File: config.mk
export PLATFORM = sky130hd
export DESIGN_NAME = instruction_fetch_flat
export DESIGN_NICKNAME = d
export VERILOG_FILES = /design/src/rtl/instruction_fetch_if.sv /design/src/rtl/instruction_fetch.sv /design/src/flat_wrapper.sv
export SDC_FILE = /design/constraint.sdc
export NUM_CORES = 1
export LEC_CHECK = 0
export BUFFER_PORTS_ARGS = -buffer_cell sky130_fd_sc_hd__buf_4
export CAP_MARGIN = 10
export CELL_PAD_IN_SITES_DETAIL_PLACEMENT = 1
export CELL_PAD_IN_SITES_GLOBAL_PLACEMENT = 2
export CORE_AREA = 4 4 153 155
export CTS_BUF_LIST = sky130_fd_sc_hd__clkbuf_4 sky130_fd_sc_hd__clkbuf_8 sky130_fd_sc_hd__clkbuf_16
export DETAILED_ROUTE_END_ITERATION = 10
export DIE_AREA = 0 0 157 159
export GPL_TIMING_DRIVEN = 0
export PLACE_DENSITY = 0.95
export REMOVE_ABC_BUFFERS = 1
export SLEW_MARGIN = 20
export SYNTH_ARGS = -nofsm -noshare
export SYNTH_HDL_FRONTEND = slang
export SYNTH_SLANG_ARGS = --single-unit
File: constraint.sdc
create_clock -name clk -period 5.08 [get_ports clk]
set_input_delay 0.508 -clock clk [delete_from_list [all_inputs] [get_ports clk]]
set_output_delay 0.508 -clock clk [all_outputs]
set_load 0.005 [all_outputs]
File: src/rtl/instruction_fetch_if.sv
// Fetch-unit bus bundle: instruction memory port, redirect input and
// instruction-queue enqueue port.
interface instruction_fetch_if;
  logic        imem_req;
  logic [31:0] imem_addr;
  logic        imem_gnt;
  logic        imem_rvalid;
  logic [31:0] imem_rdata;
  logic        redirect_valid;
  logic [31:0] redirect_pc;
  logic        queue_full;
  logic        instr_valid;
  logic [31:0] instr_out;
  logic [31:0] instr_pc;

  modport master (
    output imem_req, imem_addr, instr_valid, instr_out, instr_pc,
    input  imem_gnt, imem_rvalid, imem_rdata, redirect_valid, redirect_pc,
           queue_full
  );

  modport slave (
    input  imem_req, imem_addr, instr_valid, instr_out, instr_pc,
    output imem_gnt, imem_rvalid, imem_rdata, redirect_valid, redirect_pc,
           queue_full
  );
endinterface

File: src/rtl/instruction_fetch.sv
// Single-outstanding instruction fetch unit. Issues one word fetch at a time,
// parks a returned word in a one-entry buffer while the instruction queue is
// full, and squashes in-flight fetches on a redirect.
module instruction_fetch #(
  parameter logic [31:0] RESET_PC = 32'h0000_0000
) (
  input logic                 clk,
  input logic                 rst_n,
  instruction_fetch_if.master bus
);

  typedef enum logic [2:0] {IDLE, REQ, WAIT, HOLD, DROP} state_t;

  localparam logic [31:0] PC_INIT = {RESET_PC[31:2], 2'b00};

  state_t      state, state_nxt;
  logic [31:0] pc, pc_nxt;
  logic [31:0] req_pc;
  logic [31:0] buf_data, buf_pc;
  logic        latch_req, fill_buf, emit_rd, emit_buf;
  logic        vld_q;
  logic [31:0] out_q, out_pc_q;

  // Next state, next pc and the one-cycle action strobes; redirect wins over all.
  always_comb begin
    state_nxt = state;
    pc_nxt    = pc;
    latch_req = 1'b0;
    fill_buf  = 1'b0;
    emit_rd   = 1'b0;
    emit_buf  = 1'b0;
    if (bus.redirect_valid) pc_nxt = {bus.redirect_pc[31:2], 2'b00};
    case (state)
      IDLE: state_nxt = REQ;
      REQ: begin
        if (bus.redirect_valid) begin
          // a grant in the redirect cycle leaves an orphan response to swallow
          if (bus.imem_gnt) state_nxt = DROP;
        end else if (bus.imem_gnt) begin
          state_nxt = WAIT;
          latch_req = 1'b1;
          pc_nxt    = pc + 32'd4;
        end
      end
      WAIT: begin
        if (bus.redirect_valid) begin
          state_nxt = bus.imem_rvalid ? REQ : DROP;
        end else if (bus.imem_rvalid) begin
          if (bus.queue_full) begin
            state_nxt = HOLD;
            fill_buf  = 1'b1;
          end else begin
            state_nxt = REQ;
            emit_rd   = 1'b1;
          end
        end
      end
      HOLD: begin
        if (bus.redirect_valid) begin
          state_nxt = REQ;
        end else if (!bus.queue_full) begin
          state_nxt = REQ;
          emit_buf  = 1'b1;
        end
      end
      DROP: begin
        if (!bus.redirect_valid && bus.imem_rvalid) state_nxt = REQ;
      end
      default: state_nxt = IDLE;
    endcase
  end

  // State, pc, in-flight address and hold buffer registers.
  always_ff @(posedge clk or negedge rst_n) begin
    if (!rst_n) begin
      state    <= IDLE;
      pc       <= PC_INIT;
      req_pc   <= '0;
      buf_data <= '0;
      buf_pc   <= '0;
    end else begin
      state <= state_nxt;
      pc    <= pc_nxt;
      if (latch_req) req_pc <= pc;
      if (fill_buf) begin
        buf_data <= bus.imem_rdata;
        buf_pc   <= req_pc;
      end
    end
  end

  // Registered enqueue strobe and payload toward the instruction queue.
  always_ff @(posedge clk or negedge rst_n) begin
    if (!rst_n) begin
      vld_q    <= 1'b0;
      out_q    <= '0;
      out_pc_q <= '0;
    end else begin
      vld_q <= emit_rd | emit_buf;
      if (emit_rd) begin
        out_q    <= bus.imem_rdata;
        out_pc_q <= req_pc;
      end else if (emit_buf) begin
        out_q    <= buf_data;
        out_pc_q <= buf_pc;
      end
    end
  end

  assign bus.imem_req    = (state == REQ);
  assign bus.imem_addr   = pc;
  assign bus.instr_valid = vld_q;
  assign bus.instr_out   = out_q;
  assign bus.instr_pc    = out_pc_q;

endmodule

File: src/flat_wrapper.sv
// flat-port wrapper written by rule: the top's interface ports become plain ports
module instruction_fetch_flat 
#(
  parameter logic [31:0] RESET_PC = 32'h0000_0000
)
  (clk, rst_n, bus_imem_req, bus_imem_addr, bus_instr_valid, bus_instr_out, bus_instr_pc, bus_imem_gnt, bus_imem_rvalid, bus_imem_rdata, bus_redirect_valid, bus_redirect_pc, bus_queue_full);
  instruction_fetch_if bus_i ();
  input logic clk;
  input logic rst_n;
  output wire logic [$bits(bus_i.imem_req)-1:0] bus_imem_req;
  output wire logic [$bits(bus_i.imem_addr)-1:0] bus_imem_addr;
  output wire logic [$bits(bus_i.instr_valid)-1:0] bus_instr_valid;
  output wire logic [$bits(bus_i.instr_out)-1:0] bus_instr_out;
  output wire logic [$bits(bus_i.instr_pc)-1:0] bus_instr_pc;
  input wire logic [$bits(bus_i.imem_gnt)-1:0] bus_imem_gnt;
  input wire logic [$bits(bus_i.imem_rvalid)-1:0] bus_imem_rvalid;
  input wire logic [$bits(bus_i.imem_rdata)-1:0] bus_imem_rdata;
  input wire logic [$bits(bus_i.redirect_valid)-1:0] bus_redirect_valid;
  input wire logic [$bits(bus_i.redirect_pc)-1:0] bus_redirect_pc;
  input wire logic [$bits(bus_i.queue_full)-1:0] bus_queue_full;
  assign bus_imem_req = bus_i.imem_req;
  assign bus_imem_addr = bus_i.imem_addr;
  assign bus_instr_valid = bus_i.instr_valid;
  assign bus_instr_out = bus_i.instr_out;
  assign bus_instr_pc = bus_i.instr_pc;
  assign bus_i.imem_gnt = bus_imem_gnt;
  assign bus_i.imem_rvalid = bus_imem_rvalid;
  assign bus_i.imem_rdata = bus_imem_rdata;
  assign bus_i.redirect_valid = bus_redirect_valid;
  assign bus_i.redirect_pc = bus_redirect_pc;
  assign bus_i.queue_full = bus_queue_full;
  instruction_fetch #(.RESET_PC(RESET_PC)) u_core (.clk(clk), .rst_n(rst_n), .bus(bus_i));
endmodule
### After elaboration in Yosys (flattened, before gate mapping)

Index checks and enable logic that the tools add are counted.

| storage, ports and cells | value |
|---|---|
| logic and storage cells | 55 |
| bits of input ports | 70 |
| output and inout port bits | 98 |
| register bits after elaboration | 196 |

| operators by class | value |
|---|---|
| mux-type cells | 32 |
| reductions and logical operators | 5 |
| eq/ne operators | 8 |
| add/sub/neg operators | 1 |
| bitwise gates (word level) | 1 |

Operator list:

| cell | number |
|---|---|
| $mux W32 | 8 |
| $add A32 B3 Y32 const B | 1 |
| $mux W3 | 9 |
| $pmux W3 S5 | 1 |
| $mux W1 | 13 |
| $eq A3 B2 Y1 const B | 2 |
| $ne A3 B3 Y1 const B | 2 |
| $ne A2 B1 Y1 const B | 2 |
| $reduce_and A4 Y1 | 1 |
| $eq A3 B1 Y1 const B | 1 |
| $eq A3 B3 Y1 const B | 1 |
| $logic_not A3 Y1 | 1 |
| $mux W2 | 1 |
| $reduce_bool A2 Y1 | 1 |
| $logic_and A1 B1 Y1 | 1 |
| $logic_not A1 Y1 | 1 |
| $or A1 B1 Y1 | 1 |

### Depth between registers and ports, before layout

| depth | value |
|---|---|
| depth after elaboration | 5 |
| depth in mapped cells | 7 |
| mapped depth without buffers | 6 |

### Worst setup path before layout

OpenSTA, ideal clock, no wires.

| path | value |
|---|---|
| path kind | input to register |
| from | in bus_redirect_valid |
| to | reg u_core.buf_data[10] |
| setup time | 0.125 ns |
| stages | 5 |
| buffers on the path | 2 |
| slack | 3.325 ns |
| data required time | 4.955 ns |
| arrival | 1.630 ns |
| path through | nor3b_1 > and3_1 > buf_2 > buf_2 > mux2_2 |

| on the way | value |
|---|---|
| word-level cells in the longest chain between the ends | 2 |

Ends and longest elaborated chain:

| item | RTL line | text |
|---|---|---|
| from (decl) | flat_wrapper.sv:18 | `input wire logic [$bits(bus_i.redirect_valid)-1:0] bus_redirect_valid;` |
| $mux W1 | instruction_fetch.sv:46 | `if (bus.redirect_valid) begin` |
| $mux W1 | instruction_fetch.sv:33 | `case (state)` |
| to (signal assigned) | instruction_fetch.sv:86 | `buf_data <= bus.imem_rdata;` |
| to (decl) | instruction_fetch.sv:19 | `logic [31:0] buf_data, buf_pc;` |

Every way passes these cells.
A chain may end at the register's enable or synchronous reset.

### Worst setup path after layout

| path | value |
|---|---|
| from | reg u_core.state[0] |
| to | reg u_core.req_pc[22] |

| on the way | value |
|---|---|
| word-level cells in the longest chain between the ends | 2 |

Ends and longest elaborated chain:

| item | RTL line | text |
|---|---|---|
| from (decl) | instruction_fetch.sv:16 | `state_t state, state_nxt;` |
| from (signal assigned) | instruction_fetch.sv:82 | `state <= state_nxt;` |
| $eq A3 B1 Y1 | instruction_fetch.sv:33 |  |
| $mux W1 | instruction_fetch.sv:33 |  |
| to (signal assigned) | instruction_fetch.sv:84 | `if (latch_req) req_pc <= pc;` |
| to (decl) | instruction_fetch.sv:18 | `logic [31:0] req_pc;` |

Every way passes these cells.

==> results.py <==
metrics = {
    "run_status": {
        "status": "finished clean",
    },
    "floorplan": {
        "die_y_um": 159,
        "start_util_pct": 38.7,
        "core-area_um2": 21800,
        "dieWidth_um": 157,
        "io_pins": 168,
        "die-area_um2": 25000,
        "core.rowCount": 54,
    },
    "logic_synthesis": {
        "synthDistinctLibCells": 39,
        "synth_commonest_cells": "dfrtp_1, mux2_2, nor2_1",
        "synth_warnings": 0,
        "syn_area_um2": 8450,
        "synthCells": 711,
        "synth_area_leaders": "dfrtp_1, mux2_2, mux2i_1, a21oi_1, nor2_1",
        "synth_area_leader_cell": "dfrtp_1",
        "syn_avg_cell_area_um2": 11.9,
        "ys_ff_latch": 196,
        "synth_edf_count": 0,
        "ys.flop_type": "dfrtp_1",
        "async_reset_ff_share_pct": 100,
        "synth.most_common_cell": "dfrtp_1",
        "ys_seq_area_share_pct": 58.0,
        "synth.top_cell.area_share_pct": 58.0,
    },
    "finish": {
        "area_delta_synth_final_pct": 27.2,
        "diodes": 0,
        "drive_above_1_share_pct": 35.3,
        "stdcell_count": 1157,
        "layout.nets": 935,
        "utilization_pct": 49.2,
    },
    "grt": {
        "grt_usage_pct": 17.1,
        "grt_pass1_vias": 6270,
        "grt.met3_usage_pct": 4.00,
        "overflow": 0,
        "grt_start_max_net_pins": 93,
        "grt_first_pass_wirelength_mm": 34.4,
        "grtUsageMet2_pct": 27.9,
        "gr-usage-met1_pct": 23.4,
        "grt_most_used_layer": "met2",
        "antenna_found_initial": 0,
    },
    "critical_path": {
        "worstReg2RegStart": "u_core.state[0]",
        "cp.required_ns": 5.39,
        "crit_start": "u_core.state[0]",
        "cp_max_fo": 17,
        "worstReg2RegEnd": "u_core.req_pc[22]",
        "crit_type": "register to register",
        "crit_arrival_ns": 2.75,
        "setup.worst_path.end_class": "register",
        "reg2reg_depth": 5,
        "r2r_slack_ns": 2.64,
        "crit_path_start_kind": "register",
    },
    "pwr": {
        "ir_drop_mv": 0.237,
        "cellPowerDensity_nw_per_um2": 488,
        "power_leakage_nw": 5.51,
        "power.total_mw": 5.24,
    },
    "routing": {
        "wirelength_mm": 21.0,
        "first_pass_iters": 4,
        "initialDrtViolationCount": 207,
        "wire_per_inst_um": 18.2,
        "ant_nets": 0,
        "routed-via-count": 5923,
        "vias_per_cell": 5.12,
        "drc": 0,
    },
    "timing": {
        "setup_viol": 0,
        "relSlewSlack_pct": 55.8,
        "hold_viol_final": 0,
        "period_needed_ns": 2.44,
        "fin_worst_skew_ns": 0.0114,
        "layout_setup_ws_ns": 2.64,
        "rsz0062_at_grt": "no",
        "report.final.slew_viol_count": 0,
        "fin_crit_sh_pct": 48.1,
        "fmax_ghz": 0.409,
        "worstMarginPinSlew_ns": 0.662,
        "holdWs_ns": 0.283,
    },
    "hold_path": {
        "whs_path_depth": 3,
        "min_to": "u_core.bus.imem_addr[5]",
        "hp-start": "bus_redirect_pc[5]",
        "min_path_type": "input port to register",
    },
    "clock_tree": {
        "cts_sinks": 196,
        "cts_root_buf": "clkbuf_16",
        "cts_max_level": 4,
        "cts_inserted_buffers": 17,
        "path_clk_slew_ns": 0.07,
        "cts_tree": "yes",
        "post_cts_buffers": 0,
        "clk_latency_ns": 0.43,
        "clockBufferDepth": 2,
    },
    "placed_design": {
        "gp_routability_congestion": 0.721,
        "port_buffers": 165,
        "dp_cells": 1124,
        "hpwl_mm": 14.5,
        "dp_slack_ns": 2.27,
    },
    "flow_run": {
        "cap_viol_max_count": 0,
    },
}
-- sequential cells by signal (all words and copies together), names as in the netlist --
register	flops
u_core.buf_data	32
u_core.buf_pc	32
u_core.bus.imem_addr	32
u_core.bus.instr_out	32
u_core.bus.instr_pc	32
u_core.req_pc	32
u_core.state	3
u_core.bus.instr_valid	1
-- cell usage in the layout, fill, tap and decap left out, types with 2 or more instances in the layout --
master,netlist,layout
a21oi_1,66,66
a31oi_1,2,2
and3_1,6,5
and4_1,3,3
buf_12,0,2
buf_16,0,6
buf_4,0,164
bufinv_16,0,3
clkbuf_16,0,17
clkinv_4,0,2
clkinvlp_4,0,3
dfrtp_1,196,196
inv_1,7,7
inv_6,0,3
inv_8,0,3
mux2_2,96,96
mux2i_1,66,66
nand2_1,44,42
nand2_4,0,2
nand3_1,11,11
nand4_1,3,3
nor2_1,75,75
nor2b_1,4,4
nor3_1,11,11
nor4_1,7,7
o21ai_0,29,29
xnor2_1,21,21
xor2_1,5,5
-- cell families after synthesis --
kind of cell,Yosys count,synth area share (%)
flip-flops,196,58.0
AND/OR/NAND/NOR,177,9.88
multiplexers,163,20.7
AO/OA/AOI/OAI,101,6.15
buffers and inverters,47,2.34
XOR/XNOR,26,2.70
adder cells (fa/ha/maj),1,0.148
-- report_power, final --
group	internal, mW	switching (mW)	leakage (nW)
clock	0.806	0.635	0.300
sequential	2.12	0.368	2.55
combinational	0.808	0.503	2.66
total	3.73	1.51	5.51
-- how the worst max path moves through the flow --
stage,end,cells past startpoint,slack [ns]
global placement,u_core.bus.instr_out[16],6,-0.08
detailed placement,u_core.bus.instr_out[22],8,2.27
finish,u_core.req_pc[22],5,2.64
CTS,u_core.req_pc[24],5,2.61
global route,u_core.req_pc[22],5,2.48
floorplan,u_core.bus.instr_out[0],5,1.73
-- through the flow --
stage	TNS (ns)	instance area (um^2)
2_1_floorplan	0	8280
3_3_place_gp	-4.01	9870
3_5_place_dp	0	10100
4_1_cts	0	10700
5_1_grt	0	10700
6_report	0	10700
-- cell type report --
class	count	area [um^2]
tap	280	350
multi-input combinational	468	3370
fill	2336	11100
clock inverter	14	190
clock buffer	18	439
sequential	196	4900
timing repair buffer	174	1460
inverter	7	26.3
-- per-layer routing --
metal | part of all wire, % | vias up
li1 | - | 2787
met1 | 46 | 3007
met2 | 48 | 119
met3 | 5.4 | 10
met4 | 0.82 | 0
met5 | 0 | -
-- repair_timing --
| action | CTS | global route |
|---|---|---|
| hold buffers | 1 | 0 |
| endpoints found under the hold margin | 12 | 0 |
| resized for setup | 0 | 0 |
-- critical path: stages, from the launching register on --
cell	delay, ns
dfrtp_1	0.53
nor3b_2	0.30
nand2_1	0.30
nor2_4	0.60
buf_16	0.24
mux2_2	0.34
No activity file was read; power rests on OpenSTA's default activity.
